--- config.mk ---
export PLATFORM = sky130hd
export DESIGN_NAME = seq_pattern_detector
export DESIGN_NICKNAME = d
export VERILOG_FILES = /design/src/rtl/seq_det_pkg.sv /design/src/rtl/seq_match_counter.sv /design/src/rtl/seq_pattern_detector.sv
export SDC_FILE = /design/constraint.sdc
export NUM_CORES = 1
export LEC_CHECK = 0
export CAP_MARGIN = 20
export CORE_MARGIN = 5
export CORE_UTILIZATION = 25
export CTS_BUF_LIST = sky130_fd_sc_hd__clkbuf_4 sky130_fd_sc_hd__clkbuf_8 sky130_fd_sc_hd__clkbuf_16
export CTS_CLUSTER_SIZE = 28
export DETAILED_ROUTE_END_ITERATION = 12
export DONT_BUFFER_PORTS = 1
export PLACE_DENSITY = 0.47
export SYNTH_ARGS = -nofsm -noshare
export SYNTH_HDL_FRONTEND = slang
export SYNTH_SLANG_ARGS = --single-unit
export TNS_END_PERCENT = 10
--- constraint.sdc ---
create_clock -name iCLK -period 2.46 [get_ports iCLK]
set_input_delay 0.492 -clock iCLK [delete_from_list [all_inputs] [get_ports iCLK]]
set_output_delay 0.492 -clock iCLK [all_outputs]
set_load 0.01 [all_outputs]
--- src/rtl/seq_det_pkg.sv ---
// Shared types and helpers for the serial pattern detector.
// Holds the fill-state encoding and the saturating increment used by the match counter.
package seq_det_pkg;

  typedef enum logic [1:0] {
    EMPTY   = 2'd0,
    FILLING = 2'd1,
    ARMED   = 2'd2
  } fill_state_t;

  // Increment cnt by one, holding at the all-ones value of a 'width'-bit counter.
  function automatic logic [31:0] sat_inc(input logic [31:0] cnt, input int unsigned width);
    logic [31:0] max_v;
    if (width >= 32'd32) begin
      max_v = '1;
    end else begin
      max_v = (32'd1 << width) - 32'd1;
    end
    if (cnt == max_v) begin
      return cnt;
    end else begin
      return cnt + 32'd1;
    end
  endfunction

endpackage

--- src/rtl/seq_match_counter.sv ---
// Saturating match counter with a registered all-ones flag.
// Clear has priority over increment; the flag tracks the value the counter is loaded with.
module seq_match_counter
  import seq_det_pkg::*;
#(
  parameter int CNT_W = 8
) (
  input  logic             iCLK,
  input  logic             iRST,
  input  logic             inc,
  input  logic             clr,
  output logic [CNT_W-1:0] count,
  output logic             sat
);

  logic [CNT_W-1:0] count_d, count_q;
  logic             sat_d, sat_q;

  always_comb begin
    count_d = count_q;
    if (clr) begin
      count_d = '0;
    end else if (inc) begin
      count_d = CNT_W'(sat_inc(32'(count_q), CNT_W));
    end else begin
      count_d = count_q;
    end
    sat_d = (count_d == {CNT_W{1'b1}});
  end

  always_ff @(posedge iCLK or negedge iRST) begin
    if (!iRST) begin
      count_q <= '0;
      sat_q   <= 1'b0;
    end else begin
      count_q <= count_d;
      sat_q   <= sat_d;
    end
  end

  assign count = count_q;
  assign sat   = sat_q;

endmodule

--- src/rtl/seq_pattern_detector.sv ---
// Parametrised serial bit-pattern detector: history shift register, fill FSM,
// comparator and registered match pulse, with a saturating match counter.
module seq_pattern_detector
  import seq_det_pkg::*;
#(
  parameter int                 PAT_LEN = 3,
  parameter logic [PAT_LEN-1:0] PATTERN = 3'b101,
  parameter bit                 OVERLAP = 1'b1,
  parameter int                 CNT_W   = 8
) (
  input  logic             iCLK,
  input  logic             iRST,
  input  logic             iEN,
  input  logic             iIN,
  input  logic             iCLR,
  output logic             oMATCH,
  output logic [CNT_W-1:0] oCOUNT,
  output logic             oCOUNT_SAT
);

  localparam int FW = $clog2(PAT_LEN + 1);
  localparam logic [FW-1:0] FULL = FW'(PAT_LEN);

  logic [PAT_LEN-1:0] hist_d, hist_q, hist_n;
  logic [FW-1:0]      fill_d, fill_q, fill_n;
  fill_state_t        state_d, state_q;
  logic               match_d, match_q;
  logic               hit;

  always_comb begin
    hist_d  = hist_q;
    fill_d  = fill_q;
    match_d = 1'b0;
    hit     = 1'b0;
    hist_n  = {hist_q[PAT_LEN-2:0], iIN};
    if (state_q == ARMED) begin
      fill_n = FULL;
    end else begin
      fill_n = fill_q + FW'(1);
    end
    if (iCLR) begin
      hist_d = '0;
      fill_d = '0;
    end else if (iEN) begin
      hit     = (fill_n == FULL) && (hist_n == PATTERN);
      hist_d  = hist_n;
      match_d = hit;
      // Non-overlapping mode forgets the bits that formed the match.
      if (hit && !OVERLAP) begin
        fill_d = '0;
      end else begin
        fill_d = fill_n;
      end
    end else begin
      hist_d = hist_q;
      fill_d = fill_q;
    end
    if (fill_d == '0) begin
      state_d = EMPTY;
    end else if (fill_d == FULL) begin
      state_d = ARMED;
    end else begin
      state_d = FILLING;
    end
  end

  always_ff @(posedge iCLK or negedge iRST) begin
    if (!iRST) begin
      hist_q  <= '0;
      fill_q  <= '0;
      state_q <= EMPTY;
      match_q <= 1'b0;
    end else begin
      hist_q  <= hist_d;
      fill_q  <= fill_d;
      state_q <= state_d;
      match_q <= match_d;
    end
  end

  seq_match_counter #(
    .CNT_W(CNT_W)
  ) u_cnt (
    .iCLK (iCLK),
    .iRST (iRST),
    .inc  (hit),
    .clr  (iCLR),
    .count(oCOUNT),
    .sat  (oCOUNT_SAT)
  );

  assign oMATCH = match_q;

endmodule
# Word-level counts from Yosys, hierarchy flattened
# Cells that the tools add are included.
# Widths: inputs -> output; s select.
[totals]
register_bits = 16
input_bits = 5
output_inout_bits = 10
word_cells = 31
[op_classes]
addsub = 2
eq_ne = 6
mux = 14
reduce_logical = 3
[op_table]
columns = ["operator", "n"]
rows = [
  ["$mux 32", 2],
  ["$eq 8x32->1", 1],
  ["$mux 8", 3],
  ["$mux 2", 7],
  ["$add 8x1->8 const B", 1],
  ["$eq 8x8->1 const B", 1],
  ["$eq 2x2->1 const B", 3],
  ["$eq 3x3->1 const B", 1],
  ["$add 2x1->2 const B", 1],
  ["$logic_not 2->1", 1],
  ["$mux 1", 2],
  ["$reduce_bool 2->1", 1],
  ["$logic_and 1x1->1", 1],
]

# Longest topological paths before layout
[logic_depth]
depth_word = 13
ltp_mapped = 6
ltp_nobuf = 6

# Hierarchy
# From an unflattened synthesis, not the netlist that was laid out.
[hier_totals]
cells_unflattened = 79
hier_area_um2 = 875.8
[by_module_without_submodules]
columns = ["module", "instances", "cells_each", "area_per_inst_um2", "seq_area_each_um2"]
rows = [
  ["seq_match_counter", 1, 55, 569.3, 225.2],
  ["seq_pattern_detector", 1, 24, 306.5, 175.2],
]

# Worst setup path after synthesis
# OpenSTA, ideal clock, no wires.
[synth_path]
kind = "register -> register"
from = "reg u_cnt.count_q[0], in the netlist u_cnt.count[0]"
to = "reg u_cnt.sat_q, in the netlist u_cnt.sat"
setup_time_ps = 121
t_arrival_ps = 1812
required_time_ps = 2339
path_slack_ps = 527
stages_incl_launch_ff = 7
n_path_buf = 0
period_less_slack_ps = 1933
cell_sequence = "dfrtp_1 > ha_1 > and3_2 > a221oi_4 > mux2i_1 > nor4_2 > and4b_1"
[synth_via]
elab_chain_cells = 5
elab_cells_between_ends = 6
classes_between = "1 x add/sub; 2 x eq/ne; 3 x mux"
[synth_lines]
columns = ["element", "line_no", "text"]
rows = [
  ["start: declaration", "seq_match_counter.sv:16", "logic [CNT_W-1:0] count_d, count_q;"],
  ["start signal: assignment", "seq_match_counter.sv:36", "count_q <= count_d;"],
  ["$add 8x1->8 or $eq 8x32->1 (tied branches)", "seq_det_pkg.sv:22, seq_det_pkg.sv:19", ""],
  ["$mux 8", "seq_det_pkg.sv:19", "if (cnt == max_v) begin"],
  ["$mux 8 (*)", "seq_match_counter.sv:23", "end else if (inc) begin"],
  ["$mux 8 (*)", "seq_match_counter.sv:21", "if (clr) begin"],
  ["$eq 8x8->1 (*)", "seq_match_counter.sv:28", "sat_d = (count_d == {CNT_W{1'b1}});"],
  ["via u_cnt.sat_d", "seq_match_counter.sv:17", "logic sat_d, sat_q;"],
  ["end signal: assignment", "seq_match_counter.sv:37", "sat_q <= sat_d;"],
  ["end: declaration", "seq_match_counter.sv:17", ""],
]
# The timed path passes the listed nets; every way through them passes the cells marked *.
# A chain may end at the register's enable or synchronous reset.

# Final worst setup path
# Ends and elaborated chain as after synthesis.

==> impl_metrics.ini <==
[outcome]
status = complete, no violations

[critical_path]
cp-start-kind = flop
r2r-start = u_cnt.count[0]
r2r-end = u_cnt.sat
max_stage_delay_ps = 510
critPathRequiredTime_ps = 2640
path_cells = ha_1, and3_2, a221oi_4, buf_4, nand3_1, and4b_1
slowest_stage = dfrtp_1
r2r_slack_ps = 480
cp_max_fo = 8
end_kind = flop
rr_worst_depth = 6
critical_path_class = flop to flop
arrival_ps = 2160

[detailed_routing]
drt_iter0_markers = 16
drcViolationCount = 0
wl_um = 1900
wl_per_cell_um = 14.3
via_count = 643
ant_nets = 0
dr.pass1.iters = 4
via_per_inst = 4.83

[floorplan]
core-area_sq_um = 3420
num_io_pins = 15
die_y_um = 70.2
die_area_sq_um = 4930
initial_core_util = 0.266
rows = 21
die_w_um = 70.2

[synth]
syn_nets = 92
synth_cells = 85
ys_seq_area_frac = 0.441
yosys_warnings = 0
netlist_area_sq_um = 907
ys_ff_latch = 16
synth_async_sr_flop_share = 1.00
synth_edf_count = 0
ys.flop_type = dfrtp_1
yosysUniqueCellTypes = 34
avgSynthCellArea_sq_um = 10.7

[clock_network]
cts-hold-fix-buffers = 1
clk_pin_slew_ps = 100
ctsResizeCount = 0
postCtsSetupRepairBufs = 0
clkLatencyLatePin_ps = 280
htreeDepth = 1
cts_sinks = 16
cts_tree = yes
cts-buffers-inserted = 3
cts_buffer_depth = 2
cts_root_buf = clkbuf_4

[place]
port-buffer-count = 0
gp_congestion = 0.709
hpwl_um = 1400
pre_cts_ws_ps = 511

[flow_run]
cap_violations = 0

[layout]
drive_above_1_share = 0.138
n_fill_cell = 366
diodes = 0
finalNetCount = 95
mostFrequentLayoutCell = dfrtp_1
layout_common_cells = dfrtp_1 (16), nor2_1 (13), nand3_1 (6), mux2i_1 (6), nand2_1 (5)
syn_to_final_growth_pct = 6.90

[timing]
worstMarginPinSlew_ps = 733
fin_skew_ps = 0.948
hold_viol_final = 0
timing.final.ws_setup_ps = 482
period_minus_slack_ps = 1980
finalSetupTns_ps = 0
fmax_mhz = 506
slew_violations = 0
setup-violations-final = 0
rsz0062_at_grt = no
maxSlewHeadroom = 0.510
finalCritPeriodShare = 0.804

[grt]
grt_max_degree = 17
first_global_vias = 651
overflow = 0
grt_pass1_wl_um = 3160
antenna_found_initial = 0
grt_usage = 0.0794

[pwr]
powerDensity_nw_per_um2 = 485
leakage_nw = 0.381
power_mw = 0.471
ir_worst_vdd_uv = 115

[worst_hold_path]
hold_depth = 1
holdPathEnd = u_cnt.count[0]
hp-class = primary input to flop
min-delay-start = iCLR
-- registers in the layout, indices dropped and copies added (netlist names) --
signal,cells
fill_q,2
oMATCH,1
u_cnt.count,8
u_cnt.sat,1
hist_q,2
state_q,2
-- synthesized netlist by cell type (all sizes together) (2+ instances only) --
cell | n | area (sq um)
o21ai | 2 | 10.0
a211oi | 2 | 15.0
mux2i | 6 | 60.1
and4 | 2 | 18.8
nor3 | 3 | 15.0
a31oi | 2 | 12.5
a21oi | 3 | 15.0
dfrtp | 16 | 400
nand2b | 3 | 26.3
clkbuf | 2 | 17.5
nor2 | 13 | 48.8
xnor2 | 2 | 17.5
nand4b | 2 | 23.8
nand3 | 6 | 30.0
buf | 2 | 31.3
nand2 | 5 | 18.8
ha | 2 | 25.0
-- worst max-delay path by stage --
| stage | cells after the start | slack [ps] | startpoint | end |
|---|---|---|---|---|
| final | 6 | 480 | u_cnt.count[0] | u_cnt.sat |
| after global routing | 6 | 360 | u_cnt.count[0] | u_cnt.sat |
| after CTS | 6 | 490 | u_cnt.count[0] | u_cnt.sat |
| after detailed placement | 6 | 510 | u_cnt.count[0] | u_cnt.sat |
| after global placement | 6 | 530 | u_cnt.count[0] | u_cnt.sat |
| after floorplan | 6 | 530 | u_cnt.count[0] | u_cnt.sat |
-- layout make-up --
class	count	area (sq um)	share of cell area
Clock buffer	4	36.3	0.0374
Inverter	1	3.75	0.00387
Multi-Input combinational cell	64	454	0.468
Sequential cell	16	400	0.413
Tap cell	46	57.6	0.0594
Timing Repair Buffer	2	17.5	0.0181
-- worst max-delay path, delay by kind of cell, from the launching register on --
family | cells | cell delay (ps)
buffers and inverters | 1 | 210
AOI/OAI and AO/OA | 1 | 280
adders and majority gates | 1 | 340
and+or+nand+nor | 3 | 540
DFF | 1 | 510
-- power by group --
| part | internal, mW | total (mW) | switching, mW |
|---|---|---|---|
| Clock | 0.0900 | 0.176 | 0.0861 |
| Combinational | 0.00918 | 0.0209 | 0.0118 |
| Sequential | 0.269 | 0.274 | 0.00446 |
-- through the flow --
step | util | std cells | hold slack [ps] | cell area (sq um)
after CTS | 0.284 | 133 | 249 | 970
final | 0.284 | 133 | 259 | 970
after detailed placement | 0.270 | 128 | 197 | 923
after floorplan | - | 85 | 196 | 907
after global routing | 0.284 | 133 | 243 | 970
after global placement | 0.270 | 128 | 197 | 923
-- kinds of logic (layout without fill, tap and decap cells) --
| logic type | after synthesis | in the layout | synth area share |
|---|---|---|---|
| compound gates | 14 | 14 | 0.130 |
| flops | 16 | 16 | 0.441 |
| fa+ha+maj | 2 | 2 | 0.0276 |
| mux | 6 | 6 | 0.0662 |
| buf+inv | 5 | 7 | 0.0579 |
| simple gates | 39 | 39 | 0.248 |
| xor+xnor | 3 | 3 | 0.0290 |
-- per-layer routing --
metal	vias up	track usage	wire length [um]
met3	4	0.0143	55
met4	0	0.0404	43
met2	8	0.142	981
met5	-	0	0
li1	315	-	-
met1	316	0.0883	822
(Power assumes the default switching activity.)
